`src/rtl/multi_cycle_ctrl.sv`:
```
// ---------------------------------------------------------------------------
// multi_cycle_ctrl
//
// Control FSM for a multi-cycle MIPS-style datapath. It sequences each
// instruction through FETCH / DECODE / execute / writeback states and drives
// the datapath mux selects, the memory strobes and the register-file write
// enable. It also counts retired instructions and watches memory handshakes
// for a stall that never ends.
//
// Parameters
//   MEM_WAIT_MAX  number of consecutive mem_ready=0 cycles tolerated in one
//                 memory state (FETCH, MEMRD, MEMWR) before giving up (>= 1)
//
// Ports
//   clk          rising-edge clock
//   reset        synchronous, active-high; forces every output to 0
//   opcode       IR[31:26], stable from DECODE onward
//   funct        IR[5:0]; not used here, the ALU decodes it when alu_op=10
//   zero         ALU zero flag, used by beq/bne
//   mem_ready    memory completes the current access this cycle
//   pc_en, i_or_d, mem_read, mem_write, ir_write, reg_dst, mem_to_reg,
//   reg_write, alu_src_a, alu_src_b[1:0], alu_op[1:0], pc_src[1:0]
//                datapath controls, combinational from state and inputs
//   instr_done   one-cycle pulse in the last cycle of each instruction
//   illegal_op   one-cycle pulse in DECODE for an unsupported opcode
//   mem_timeout  sticky flag, set when a memory stall hits MEM_WAIT_MAX
//   instr_count  retired instruction count, wraps modulo 2^32
//   state        current FSM state (debug)
// ---------------------------------------------------------------------------
module multi_cycle_ctrl #(
    parameter int MEM_WAIT_MAX = 15
) (
    input  logic        clk,
    input  logic        reset,
    input  logic [5:0]  opcode,
    input  logic [5:0]  funct,
    input  logic        zero,
    input  logic        mem_ready,
    output logic        pc_en,
    output logic        i_or_d,
    output logic        mem_read,
    output logic        mem_write,
    output logic        ir_write,
    output logic        reg_dst,
    output logic        mem_to_reg,
    output logic        reg_write,
    output logic        alu_src_a,
    output logic [1:0]  alu_src_b,
    output logic [1:0]  alu_op,
    output logic [1:0]  pc_src,
    output logic        instr_done,
    output logic        illegal_op,
    output logic        mem_timeout,
    output logic [31:0] instr_count,
    output logic [3:0]  state
);

    typedef enum logic [3:0] {
        S_FETCH  = 4'd0,
        S_DECODE = 4'd1,
        S_MEMADR = 4'd2,
        S_MEMRD  = 4'd3,
        S_MEMWB  = 4'd4,
        S_MEMWR  = 4'd5,
        S_RTEX   = 4'd6,
        S_RTWB   = 4'd7,
        S_BRANCH = 4'd8,
        S_IMMEX  = 4'd9,
        S_IMMWB  = 4'd10,
        S_JUMP   = 4'd11
    } state_t;

    localparam logic [5:0] OP_RTYPE = 6'b000000;
    localparam logic [5:0] OP_J     = 6'b000010;
    localparam logic [5:0] OP_BEQ   = 6'b000100;
    localparam logic [5:0] OP_BNE   = 6'b000101;
    localparam logic [5:0] OP_ADDI  = 6'b001000;
    localparam logic [5:0] OP_ANDI  = 6'b001100;
    localparam logic [5:0] OP_ORI   = 6'b001101;
    localparam logic [5:0] OP_LW    = 6'b100011;
    localparam logic [5:0] OP_SW    = 6'b101011;

    // The counter only ever holds 0..MEM_WAIT_MAX-1: the stall that would
    // take it to MEM_WAIT_MAX is the timeout cycle itself.
    localparam int WAIT_W = (MEM_WAIT_MAX < 2) ? 1 : $clog2(MEM_WAIT_MAX);
    localparam logic [WAIT_W-1:0] WAIT_LAST = WAIT_W'(MEM_WAIT_MAX - 1);

    state_t             state_q;
    state_t             state_d;
    logic [WAIT_W-1:0]  wait_cnt;
    logic               mem_state;
    logic               wait_hit;
    logic               timeout_q;
    logic [31:0]        count_q;

    // funct is carried only for the ALU decoder; reduce it so it is consumed.
    logic unused_funct;
    assign unused_funct = ^funct;

    // A stall cycle that completes MEM_WAIT_MAX consecutive stalls. If the
    // memory answers in that cycle mem_ready=1 and wait_hit stays low, so the
    // access completes normally.
    always_comb begin
        mem_state = (state_q == S_FETCH) || (state_q == S_MEMRD) ||
                    (state_q == S_MEMWR);
        wait_hit  = mem_state && !mem_ready && (wait_cnt == WAIT_LAST);
    end

    // Next state and control outputs. Reset overrides everything to 0.
    always_comb begin
        state_d    = state_q;
        pc_en      = 1'b0;
        i_or_d     = 1'b0;
        mem_read   = 1'b0;
        mem_write  = 1'b0;
        ir_write   = 1'b0;
        reg_dst    = 1'b0;
        mem_to_reg = 1'b0;
        reg_write  = 1'b0;
        alu_src_a  = 1'b0;
        alu_src_b  = 2'b00;
        alu_op     = 2'b00;
        pc_src     = 2'b00;
        instr_done = 1'b0;
        illegal_op = 1'b0;

        if (reset) begin
            state_d = S_FETCH;
        end else begin
            case (state_q)
                S_FETCH: begin
                    // PC+4 is computed while the instruction is read; both
                    // the IR and PC only load once the memory delivers.
                    mem_read  = 1'b1;
                    alu_src_b = 2'b01;
                    ir_write  = mem_ready;
                    pc_en     = mem_ready;
                    if (mem_ready) begin
                        state_d = S_DECODE;
                    end
                end
                S_DECODE: begin
                    // Branch target computed speculatively from the offset.
                    alu_src_b = 2'b11;
                    case (opcode)
                        OP_LW, OP_SW:              state_d = S_MEMADR;
                        OP_RTYPE:                  state_d = S_RTEX;
                        OP_BEQ, OP_BNE:            state_d = S_BRANCH;
                        OP_ADDI, OP_ANDI, OP_ORI:  state_d = S_IMMEX;
                        OP_J:                      state_d = S_JUMP;
                        default: begin
                            illegal_op = 1'b1;
                            state_d    = S_FETCH;
                        end
                    endcase
                end
                S_MEMADR: begin
                    alu_src_a = 1'b1;
                    alu_src_b = 2'b10;
                    state_d   = (opcode == OP_LW) ? S_MEMRD : S_MEMWR;
                end
                S_MEMRD: begin
                    mem_read = 1'b1;
                    i_or_d   = 1'b1;
                    if (mem_ready) begin
                        state_d = S_MEMWB;
                    end else if (wait_hit) begin
                        state_d = S_FETCH;
                    end
                end
                S_MEMWB: begin
                    reg_write  = 1'b1;
                    mem_to_reg = 1'b1;
                    instr_done = 1'b1;
                    state_d    = S_FETCH;
                end
                S_MEMWR: begin
                    mem_write = 1'b1;
                    i_or_d    = 1'b1;
                    if (mem_ready) begin
                        instr_done = 1'b1;
                        state_d    = S_FETCH;
                    end else if (wait_hit) begin
                        state_d = S_FETCH;
                    end
                end
                S_RTEX: begin
                    alu_src_a = 1'b1;
                    alu_op    = 2'b10;
                    state_d   = S_RTWB;
                end
                S_RTWB: begin
                    reg_write  = 1'b1;
                    reg_dst    = 1'b1;
                    instr_done = 1'b1;
                    state_d    = S_FETCH;
                end
                S_BRANCH: begin
                    alu_src_a  = 1'b1;
                    alu_op     = 2'b01;
                    pc_src     = 2'b01;
                    pc_en      = ((opcode == OP_BEQ) && zero) ||
                                 ((opcode == OP_BNE) && !zero);
                    instr_done = 1'b1;
                    state_d    = S_FETCH;
                end
                S_IMMEX: begin
                    alu_src_a = 1'b1;
                    alu_src_b = 2'b10;
                    // addi adds; andi/ori let the ALU pick the logic op.
                    alu_op    = (opcode == OP_ADDI) ? 2'b00 : 2'b11;
                    state_d   = S_IMMWB;
                end
                S_IMMWB: begin
                    reg_write  = 1'b1;
                    instr_done = 1'b1;
                    state_d    = S_FETCH;
                end
                S_JUMP: begin
                    pc_src     = 2'b10;
                    pc_en      = 1'b1;
                    instr_done = 1'b1;
                    state_d    = S_FETCH;
                end
                default: begin
                    state_d = S_FETCH;
                end
            endcase
        end
    end

    always_ff @(posedge clk) begin
        if (reset) begin
            state_q <= S_FETCH;
        end else begin
            state_q <= state_d;
        end
    end

    // Consecutive-stall counter, restarted whenever the state moves on or a
    // timeout fires (a timeout in FETCH stays in FETCH, so it is explicit).
    always_ff @(posedge clk) begin
        if (reset) begin
            wait_cnt <= '0;
        end else if (wait_hit || (state_d != state_q)) begin
            wait_cnt <= '0;
        end else if (mem_state && !mem_ready) begin
            wait_cnt <= wait_cnt + 1'b1;
        end else begin
            wait_cnt <= '0;
        end
    end

    always_ff @(posedge clk) begin
        if (reset) begin
            timeout_q <= 1'b0;
        end else if (wait_hit) begin
            timeout_q <= 1'b1;
        end
    end

    always_ff @(posedge clk) begin
        if (reset) begin
            count_q <= '0;
        end else if (instr_done) begin
            count_q <= count_q + 32'd1;
        end
    end

    // Registered outputs are also held at 0 while reset is asserted.
    assign instr_count = reset ? 32'd0 : count_q;
    assign mem_timeout = !reset && timeout_q;
    assign state       = reset ? 4'd0 : state_q;

endmodule

```
`config.mk`:
```
export PLATFORM = sky130hd
export DESIGN_NAME = multi_cycle_ctrl
export DESIGN_NICKNAME = d
export VERILOG_FILES = /design/src/rtl/multi_cycle_ctrl.sv
export SDC_FILE = /design/constraint.sdc
export NUM_CORES = 1
export LEC_CHECK = 0
export BUFFER_PORTS_ARGS = -buffer_cell sky130_fd_sc_hd__buf_2
export CAP_MARGIN = 20
export CORE_MARGIN = 2
export CORE_UTILIZATION = 30
export DETAILED_ROUTE_END_ITERATION = 6
export SLEW_MARGIN = 20
export SYNTH_ARGS = -nofsm -noshare
export SYNTH_HDL_FRONTEND = slang
export SYNTH_SLANG_ARGS = --single-unit
```
`constraint.sdc`:
```
create_clock -name clk -period 3 [get_ports clk]
set_input_delay 0 -clock clk [delete_from_list [all_inputs] [get_ports clk]]
set_output_delay 0 -clock clk [all_outputs]
set_load 0.02 [all_outputs]
```
# After elaboration in Yosys (flattened, before gate mapping)
# Index checks and enable logic that the tools add are counted.
[word_totals]
reg_bits = 41
in_bits = 16
output_inout_bits = 54
word_cells = 94
[op_classes]
addsub = 2
eq_ne = 21
muxes = 41
bitwise = 1
n_reduce_logical = 25
[op_table]
columns = ["cell", "count"]
rows = [
  ["$add 32x1->32 const B", 1],
  ["$mux 32", 1],
  ["$pmux 4 s7", 1],
  ["$mux 4", 6],
  ["$mux 1", 22],
  ["$eq 4x4->1 const B", 5],
  ["$pmux 4 s5", 1],
  ["$eq 6x4->1 const B", 3],
  ["$eq 4x3->1 const B", 4],
  ["$eq 6x3->1 const B", 2],
  ["$eq 6x6->1 const B", 2],
  ["$pmux 2 s3", 2],
  ["$reduce_or 2->1", 5],
  ["$reduce_or 3->1", 3],
  ["$reduce_or 9->1", 1],
  ["$eq 4x2->1 const B", 2],
  ["$mux 2", 4],
  ["$eq 6x2->1 const B", 1],
  ["$logic_not 6->1", 1],
  ["$logic_and 1x1->1", 5],
  ["$reduce_or 5->1", 1],
  ["$add 4x1->4 const B", 1],
  ["$eq 4x1->1 const B", 1],
  ["$logic_not 4->1", 1],
  ["other kinds (9)", 14],
]

# Depth between registers and ports, before layout
# Gate-level depths: netlist (run 1).
[depth]
ltp_word = 12
ltp_mapped = 8
ltp_nobuf = 7

# Worst setup path after synthesis (run 1)
# OpenSTA, ideal clock, no wires.
[synth_timing]
kind = "register -> output"
start = "register state_q[0]"
end = "output port illegal_op"
t_arrival_ns = 1.888
t_required_ns = 3.000
path_slack_ns = 1.112
stages_incl_launch_ff = 6
path_buffers = 2
path_cell_list = "dfxtp_1 buf_6 clkbuf_1 nor2b_1 nand3_1 nor4_1"
[synth_between]
elab_chain_len = 3
[synth_rtl]
columns = ["element", "line_no", "source"]
rows = [
  ["from (decl)", "88", "state_t state_q;"],
  ["from (signal assigned)", "236", "state_q <= state_d;"],
  ["$eq 4x1->1", "130", "case (state_q)"],
  ["$mux 1", "130", ""],
  ["$mux 1", "127", "if (reset) begin"],
  ["to (decl)", "52", "output logic illegal_op,"],
]
# Every way passes these cells.

# Worst setup path after layout (run 1)
[layout_timing]
start = "register state_q[1]"
end = "register count_q[31]"
[layout_between]
elab_chain_len = 4
word_cells_on_any_way = 9
cone_classes = "6 x eq/ne; 2 x mux; 1 x reduce/logical"
[layout_rtl]
columns = ["element", "line_no", "source"]
rows = [
  ["$eq 4x4->1 or $eq 4x3->1 (tied branches)", "130", ""],
  ["$reduce_or 5->1 (no source line)", "n/a", ""],
  ["$pmux 1 s2 *", "130", ""],
  ["$mux 1 *", "127", ""],
  ["to (signal assigned)", "266", "count_q <= count_q + 32'd1;"],
  ["to (decl)", "94", "logic [31:0] count_q;"],
]
# Mark *: on every way between the ends. The rest lies on a longest branch, timed or not.
# A chain may end at the register's enable or synchronous reset.

==> flow_summary_export.csv, run 1 <==
group,metric,value,unit
layout,diodes,0,
critical_path,worstPathArrival,2.56,ns
critical_path,ff2ff_path_depth,5,
layout,area_delta_synth_final,18.69,%
sta,period_share,79.41,%
floorplanning,die-area,9606,µm²
cts,clk_pin_slew,0.08,ns
layout,nNetsFinal,418,
routing,routedWlPerCell,12.86,µm
logic_synthesis,yosys.area_share.simple,40.25,%
placed_design,portBuffers,63,
routing,first_iter_violations,136,
sta,worst_slew_pin_slew,0.8100,ns
critical_path,worstPathMaxFanout,16,
cts,cts_inserted_buffers,5,
cts,cts-resized-gates,0,
sta,rsz0062_at_grt,"false",
layout,design_area,3147,µm²
cts,ctsHoldBuffers,0,
logic_synthesis,synthXorXnorAreaFrac,7.268,%
critical_path,start_kind,"flop",
logic_synthesis,synth-compound-area-share,12.13,%
global_route,antenna_found_initial,0,
logic_synthesis,ys_ff_latch,41,
min_path,hold_depth,4,
critical_path,worst_setup_path_end_kind,"flop",
cts,postCtsSetupRepairBufs,0,
routing,ant_nets,0,
floorplanning,coreArea,8636,µm²
logic_synthesis,synthCells,345,
logic_synthesis,syn_nets,364,
global_route,grt-ovfl-total,0,
critical_path,critPathSlowestCell,"dfxtp_1",
cts,cts.sinks,41,
critical_path,cp_cell_sequence,"nor2b_1 -> a21oi_4 -> nand4_4 -> nor4_1 -> mux2_1",
logic_synthesis,yosys_warnings,0,
routing,viasPerCell,5.108,
sta,max_freq,419.8,MHz
global_route,grt_usage,13.33,%
floorplanning,die_y,98.01,µm
logic_synthesis,yosysSeqAreaShare,30.96,%
routing,drtPass1Iterations,4,
power,p_per_area,345.2,nW/µm²
layout,nFillCells,917,
routing,drc,0,
global_route,grt_pass1_vias,2377,
floorplanning,start_util,30.70,%
routing,routed_wl,6.533,mm
floorplanning,placementRows,34,
logic_synthesis,syn_area,2651,µm²
logic_synthesis,synthDistinctLibCells,49,
cts,clock_path_buffers,2,
placed_design,dp_hpwl,4.772,mm
run_status,status,"complete, no violations",
critical_path,path_class,"reg2reg",
run,drv_cap,0,
global_route,grt_pass1_wl,10.87,mm
logic_synthesis,synth_fa_ha_area_share,1.416,%
critical_path,cp_data_required_time,3.18,ns
floorplanning,boundaryPins,70,
cts,cts_max_level,2,
cts,clk_latency,0.29,ns
power,p_leak,1.318,nW
critical_path,slowest_delay,0.67,ns
logic_synthesis,synth_top_family_by_area,"simple AND/OR/NAND/NOR gates",
sta,skew,0.01142,ns
routing,routed-via-count,2595,
layout,drive_above_1_share,22.00,%
sta,setup_viol,0,
placed_design,postPlaceCellArea,3045,µm²
sta,hold_violations,0,
logic_synthesis,syn_area_per_cell,7.685,µm²
placed_design,gp_congestion,0.8851,
logic_synthesis,synth_mux_area_share,2.879,%
cts,cts_tree,"built",
sta,relSlewSlack,46.00,%
sta,period_needed,2.382,ns
global_route,grt_start_max_net_pins,47,
min_path,hold_class,"in2reg",
sta,fin_setup_tns,0,ns
sta,drv_slew,0,
floorplanning,die_w,98.01,µm
power,vdd_ir_drop_max,149.4,µV
cts,cts_root_buf,"clkbuf_8",
stage by stage:
step	setup WS, ns	hold slack (ns)	utilization [%]	power, mW	instances
final	0.6177	0.1209	36.44	1.086	508
after global routing	0.4240	0.1282	36.44	1.138	508
after CTS	0.5956	0.1014	36.44	1.101	508
after detailed placement	0.6048	0.4198	35.27	0.6957	500
after global placement	0.6875	0.4121	35.27	0.6938	500
after floorplan	1.112	0.1854	-	0.6615	345
placed cells by master (no fill, tap or decap), drive strengths merged, types with 12 or more instances in the layout:
| cell | instances |
|---|---|
| nor2b | 33 |
| dfxtp | 41 |
| buf | 69 |
| a21oi | 18 |
| nand3 | 15 |
| nand2 | 19 |
| o21ai | 12 |
| nand4 | 17 |
| nor2 | 56 |
| nor3 | 12 |
| xor2 | 17 |
sequential cells by signal (all words and copies together), names as in the netlist:
name / count
timeout_q: 1
wait_cnt: 4
count_q: 32
state_q: 4
final cells by class:
type                    instances  area (µm²)  area share [%]
inverters                       9       33.78           1.074
repair buffers                 69       360.3           11.45
well taps                     108       135.1           4.294
multi-input cells             273        1695           53.88
clock inverters                 1       5.005          0.1590
clock buffers                   7       96.34           3.062
flip-flops and latches         41       820.8           26.08
worst max-delay path, delay by kind of cell (launching register included):
kind             cells  cell delay [ns]
flip-flops           1             0.67
multiplexers         1             0.35
AND/OR/NAND/NOR      3             0.87
AO/OA/AOI/OAI        1             0.37
power by group:
part           leakage [nW]  switching [mW]  total [mW]  internal, mW
sequential            0.331         0.00479       0.554         0.549
clock                0.0542           0.195       0.403         0.208
combinational         0.933          0.0873       0.130        0.0426
metal layers:
metal,up-vias,global-route usage [%],routed length [µm]
li1,1317,-,-
met1,1225,17.74,3059
met3,4,3.722,323
met5,-,0,0
met2,49,22.08,3110
met4,0,1.923,40
Yosys cell counts (all sizes together):
cell type | n | area share, %
o31ai | 3 | 0.85
nor3 | 12 | 2.5
xnor2 | 5 | 1.7
or3 | 9 | 2.1
o31a | 3 | 0.99
a311oi | 2 | 0.66
and3 | 4 | 0.94
xor2 | 17 | 5.6
and2 | 1 | 0.24
a21oi | 18 | 4.2
and3b | 1 | 0.33
mux2i | 2 | 0.76
buf | 9 | 2.0
nand2b | 6 | 1.4
dfxtp | 41 | 31
o311ai | 1 | 0.33
a21o | 2 | 0.57
a2111oi | 1 | 0.33
nor2 | 56 | 7.9
nand4 | 17 | 5.1
a211oi | 1 | 0.28
mux2 | 5 | 2.1
nand3 | 15 | 3.0
nand4b | 3 | 0.99
nand2 | 19 | 2.7
nor4b | 1 | 0.33
nor4 | 9 | 2.9
inv | 9 | 1.3
nand3b | 2 | 0.57
or2 | 1 | 0.24
nor2b | 33 | 7.8
a31oi | 2 | 0.47
clkbuf | 13 | 1.8
o21ai | 12 | 2.4
ha | 3 | 1.4
o21bai | 2 | 0.57
or4 | 4 | 1.1
o41a | 1 | 0.42
kinds of logic after synthesis:
logic type	after synthesis
simple gates	193
compound gates	48
flops	41
buf+inv	31
xor+xnor	22
mux	7
fa+ha+maj	3
worst paths after layout:
path	slack, ns	from	endpoint
max reg2reg	0.62	state_q[1]	count_q[31]
max	0.62	state_q[1]	count_q[31]
min reg2reg	0.47	wait_cnt[0]	wait_cnt[0]
min	0.12	opcode[4]	state_q[3]
Note: power is estimated with default switching activity, not from simulation.
==> run 2, diff against run 1 <==
ABC_AREA = 1   (was not set)
clock period = 2.49 ns   (was 3 ns; I/O delays follow)
==> run 2 against run 1 <==
  * Fmax up 23%
  * Sequential power up 19%
  * Total power up 14%
  * Synthesized cell count up 59%
==> flow_summary_export.csv, run 2 <==
group,metric,value,unit
power,sw_frac_of_total,26.54,%
logic_synthesis,synthXorXnorAreaFrac,2.341,%
cts,ctsHoldBuffers,0,
min_path,hold_class,"in2reg",
global_route,grt-ovfl-total,0,
layout,area_delta_synth_final,17.31,%
layout,layout_commonest_cell,"nand2_1",
layout,nNetsFinal,627,
sta,worst_slew_pin_slew,0.5270,ns
critical_path,worstPathArrival,2.16,ns
logic_synthesis,async_reset_ff_share,0,%
critical_path,start_kind,"flop",
cts,cts_max_level,2,
floorplanning,start_util,30.76,%
routing,routed-via-count,3450,
logic_synthesis,synth_ff_type,"dfxtp_1",
power,p_leak,1.534,nW
layout,top_regs,"count_q x32, state_q x4, wait_cnt x4",
floorplanning,die_w,103.9,µm
power,clockPowerShare,38.5,%
logic_synthesis,syn_nets,569,
critical_path,r2r_end,"count_q[15]",
layout,top_register,"count_q",
floorplanning,coreArea,9729,µm²
sta,period_needed,1.930,ns
sta,fin_setup_tns,0,ns
global_route,grt_pass1_vias,3158,
cts,clk_latency,0.30,ns
sta,skew,0.01449,ns
cts,cts-resized-gates,0,
layout,largest_reg_flops,32,
cts,cts_tree,"built",
routing,routed_wl,8.492,mm
layout,drive_above_1_share,14.29,%
global_route,grt_pass1_wl,14.26,mm
cts,cts_inserted_buffers,5,
placed_design,dp_hpwl,6.603,mm
logic_synthesis,synth.area.top_cells,"dfxtp_1 27%, nand2_1 24%, nor2_1 16%",
logic_synthesis,synthDistinctLibCells,24,
routing,drc,0,
cts,clock_path_buffers,2,
critical_path,worstSetupEndpoint,"count_q[15]",
sta,max_freq,518.1,MHz
logic_synthesis,synth_top_family_by_area,"simple AND/OR/NAND/NOR gates",
floorplanning,die_y,103.9,µm
logic_synthesis,yosys.area_share.simple,49.41,%
layout,utilization,36.09,%
layout,final_cells,742,
run_status,status,"complete, no violations",
sta,setup_viol,0,
cts,cts.sinks,41,
routing,drtPass1Iterations,5,
global_route,grt_start_max_net_pins,30,
logic_synthesis,yosysTopAreaCellShare,27.42,%
layout,diodes,0,
critical_path,ff2ff_path_depth,9,
floorplanning,boundaryPins,70,
logic_synthesis,synth-compound-area-share,8.779,%
power,comb_power_share,8.0,%
placed_design,gp_congestion,0.8986,
critical_path,worstPathMaxFanout,22,
sta,period_share,77.52,%
layout,final_cell_mix,"190 x nand2_1, 125 x nor2_1, 63 x buf_2",
cts,cts_root_buf,"clkbuf_8",
logic_synthesis,syn_area_per_cell,5.442,µm²
logic_synthesis,synth_fa_ha_area_share,1.254,%
placed_design,place_ws,0.5471,ns
layout,nFillCells,1143,
routing,ant_nets,0,
logic_synthesis,synthCells,550,
critical_path,ff2ff_setup_slack,0.56,ns
critical_path,worst_setup_path_end_kind,"flop",
sta,drv_slew,0,
routing,first_iter_violations,161,
power,p_per_area,352.7,nW/µm²
logic_synthesis,yosysSeqAreaShare,27.42,%
critical_path,critical_path.startpoint,"state_q[1]",
sta,rsz0062_at_grt,"false",
floorplanning,die-area,10790,µm²
critical_path,r2r_start,"state_q[1]",
power,seq_power_share,53.5,%
power,switchingPower,0.3286,mW
critical_path,path_class,"reg2reg",
run,drv_cap,0,
cts,postCtsSetupRepairBufs,0,
logic_synthesis,ys_ff_latch,41,
routing,viasPerCell,4.650,
cts,clk_pin_slew,0.08,ns
placed_design,dp_cells,734,
logic_synthesis,yosys_warnings,0,
logic_synthesis,synth_top_area_cell,"dfxtp_1",
power,vdd_ir_drop_max,215.3,µV
sta,relSlewSlack,64.86,%
critical_path,cp_data_required_time,2.72,ns
sta,hold_violations,0,
floorplanning,placementRows,36,
sta,finalWorstSetupSlack,0.5598,ns
power,p_int,0.9095,mW
logic_synthesis,synth_edf_count,0,
routing,routedWlPerCell,11.44,µm
logic_synthesis,synth.most_common_cell,"nand2_1",
placed_design,portBuffers,63,
logic_synthesis,synth_mux_area_share,0,%
sta,hold_slack,0.05184,ns
logic_synthesis,syn_area,2993,µm²
global_route,antenna_found_initial,0,
global_route,grt_usage,15.67,%
logic_synthesis,synth_commonest_cells,"190 x nand2_1, 125 x nor2_1, 61 x inv_1, 41 x dfxtp_1, 37 x a21oi_1",
[run 2: kinds of logic after synthesis]
logic type                 Yosys count
DFF                                 41
and+or+nand+nor                    370
adders and majority gates            3
buffers and inverters               79
AOI/OAI and AO/OA                   49
xor gates and xnor gates             8
[run 2: critical path: stages, from the launching register on]
cell,delay [ns]
dfxtp_1,0.37
nand2_1,0.16
inv_1,0.08
nand2_1,0.12
nand2_1,0.08
nor2_2,0.19
nand2_2,0.22
nand2_2,0.41
nand2_1,0.09
a21oi_1,0.15
[run 2: stage by stage]
step / total power [mW] / cell area (µm²)
after floorplan: 0.7447 / 2993
after CTS: 1.253 / 3511
final: 1.238 / 3511
after detailed placement: 0.7767 / 3415
after global placement: 0.7750 / 3415
after global routing: 1.293 / 3511
[run 2: layout make-up]
type                       count  area, µm²  area share (%)
sequential                    41      820.8           23.38
clock inverter                 2      13.76          0.3920
inverter                      64      240.2           6.842
tap                          133      166.4           4.740
multi-input combinational    430       1849           52.67
clock buffer                   6      82.58           2.352
timing repair buffer          66      337.8           9.622
[run 2: per-layer routing]
metal | vias to the layer above | track usage (%) | part of all wire, %
met5 | - | 0 | 0
met4 | 0 | 3.861 | 1.4
met3 | 14 | 3.008 | 5.9
met2 | 110 | 26.88 | 47
met1 | 1520 | 20.24 | 46
li1 | 1806 | - | -
[run 2: worst min-delay path by stage]
stage / start / endpoint / slack [ns] / cells past startpoint
finish: mem_ready / state_q[1] / 0.05 / 4
global route: mem_ready / state_q[2] / 0.08 / 4
CTS: mem_ready / state_q[1] / 0.04 / 4
detailed placement: mem_ready / state_q[1] / 0.36 / 4
global placement: mem_ready / state_q[1] / 0.35 / 4
floorplan: mem_ready / ir_write / 0.17 / 2
[run 2: power by group through the flow]
stage               clock [mW]  combinational [mW]  sequential [mW]
CTS                      0.491              0.0994            0.662
finish                   0.477              0.0993            0.662
floorplan                    0              0.0677            0.677
global route             0.520               0.110            0.663
global placement             0              0.0974            0.678
detailed placement           0              0.0990            0.678
==> run 3, diff against run 2 <==
ABC_AREA = 0   (was 1)
clock period = 1.9 ns   (was 2.49 ns; I/O delays follow)
==> run 3 against run 2 <==
  * Register-to-register slack got worse by 0.50 ns
  * Utilization rose by 2.4 points
  * Routed wire length fell by 18%
  * Die area fell by 11%
  * Final cell count fell by 29%
  * Flip-flop and latch count did not move
  * Fmax rose by 4.9%
  * Combinational power rose by 120%
  * Critical path type unchanged
==> flow_summary_export.csv, run 3 (synthesis gave the netlist of run 1 again) <==
group,metric,value,unit
layout,final_cell_mix,"63 x buf_2, 56 x nor2_1, 36 x dfxtp_1",
critical_path,worstSetupEndpoint,"count_q[21]",
cts,cts-resized-gates,0,
critical_path,cp_data_required_time,2.08,ns
placed_design,dp_hpwl,5.282,mm
cts,clock_path_buffers,2,
layout,area_delta_synth_final,25.25,%
cts,postCtsSetupRepairBufs,0,
sta,max_freq,543.7,MHz
sta,worst_slew_pin_slew,0.5028,ns
routing,maxUsedRoutingLayer,"met4",
routing,viasPerCell,5.060,
routing,drc,0,
critical_path,r2r_start,"count_q[14]",
floorplanning,die_w,98.01,µm
routing,routed-via-count,2677,
layout,top_register,"count_q",
placed_design,postPlaceCellArea,3211,µm²
cts,cts_max_level,2,
power,power,1.682,mW
routing,drtPass1Iterations,5,
placed_design,portBuffers,63,
sta,hold_violations,0,
floorplanning,die-area,9606,µm²
routing,met3_length,328,µm
run_status,status,"complete, no violations",
routing,first_iter_violations,130,
cts,clk_pin_slew,0.08,ns
global_route,grt_pass1_vias,2484,
critical_path,worstPathMaxFanout,4,
layout,nNetsFinal,440,
routing,routed_wl,6.994,mm
run,drv_cap,0,
cts,cts_inserted_buffers,5,
global_route,antenna_found_initial,0,
global_route,grt_start_max_net_pins,35,
min_path,hold_class,"in2reg",
floorplanning,start_util,30.70,%
layout,top_regs,"count_q x32, state_q x4, wait_cnt x4",
floorplanning,boundaryPins,70,
cts,cts_root_buf,"clkbuf_8",
layout,layout_commonest_cell,"buf_2",
routing,ant_nets,0,
power,p_leak,1.425,nW
cts,ctsHoldBuffers,0,
critical_path,worstPathArrival,2.02,ns
cts,cts.sinks,41,
routing,wl_met2,3.457,mm
sta,rsz0062_at_grt,"true",
critical_path,critical_path.startpoint,"count_q[14]",
critical_path,r2r_end,"count_q[21]",
sta,setup_viol,0,
critical_path,path_class,"reg2reg",
sta,period_share,96.81,%
power,vdd_ir_drop_max,267.3,µV
routing,routedWlPerCell,13.22,µm
critical_path,ff2ff_setup_slack,0.06,ns
layout,drive_above_1_share,27.32,%
critical_path,ff2ff_path_depth,5,
sta,drv_slew,0,
global_route,grt_usage,14.03,%
sta,period_needed,1.839,ns
floorplanning,coreArea,8636,µm²
layout,diodes,0,
floorplanning,placementRows,34,
sta,relSlewSlack,65.62,%
layout,design_area,3321,µm²
layout,largest_reg_flops,32,
critical_path,start_kind,"flop",
cts,cts_tree,"built",
power,p_per_area,506.5,nW/µm²
global_route,grt_pass1_wl,11.31,mm
critical_path,worst_setup_path_end_kind,"flop",
floorplanning,die_y,98.01,µm
routing,met1_length,3.150,mm
global_route,grt-ovfl-total,0,
cts,clk_latency,0.29,ns
sta,skew,0.003186,ns
placed_design,gp_congestion,0.8917,
-- run 3: worst min-delay path by stage --
stage | startpoint | cells after the start | endpoint
floorplan | mem_ready | 2 | ir_write
CTS | mem_ready | 4 | state_q[2]
global placement | opcode[4] | 4 | state_q[0]
global route | opcode[4] | 4 | state_q[0]
detailed placement | reset | 3 | state[2]
finish | mem_ready | 4 | state_q[2]
-- run 3: area by class of cell --
| class | instances | area, µm² |
|---|---|---|
| repair buffers | 91 | 525.5 |
| inverters | 9 | 33.78 |
| well taps | 108 | 135.1 |
| fillers | 925 | 5315 |
| multi-input cells | 273 | 1713 |
| flip-flops and latches | 41 | 827.0 |
| clock buffers | 7 | 86.33 |
-- run 3: where the power goes --
part | switching [mW] | leakage (nW) | total (mW) | internal, mW
Sequential | 0.00769 | 0.333 | 0.874 | 0.867
Clock | 0.299 | 0.0443 | 0.588 | 0.289
Combinational | 0.142 | 1.05 | 0.220 | 0.0784
-- run 3: routing by layer --
layer	vias to the layer above	global-route usage, %
li1	1359	-
met1	1238	18.13
met2	72	23.71
met3	8	2.863
met4	0	3.953
met5	-	0
-- run 3: metrics by stage --
step | worst slack [ns] | instances | TNS [ns] | hold slack (ns) | util (%)
6_report | 0.06060 | 529 | 0 | 0.1159 | 38.45
5_1_grt | -0.03435 | 529 | -0.1022 | 0.1513 | 38.45
4_1_cts | 0.01319 | 529 | 0 | 0.1088 | 38.18
3_5_place_dp | 0.02447 | 522 | 0 | 0.3930 | 37.18
3_3_place_gp | 0.05611 | 522 | 0 | 0.3962 | 37.18
2_1_floorplan | 0.01219 | 345 | 0 | 0.1854 | -
-- run 3: worst max-delay path, stage by stage, from the launching register on --
cell and delay [ns]:
dfxtp_1 0.36, nand3_1 0.19, nor4_1 0.44, nand3_1 0.19, nor3_1 0.20, mux2_1 0.34
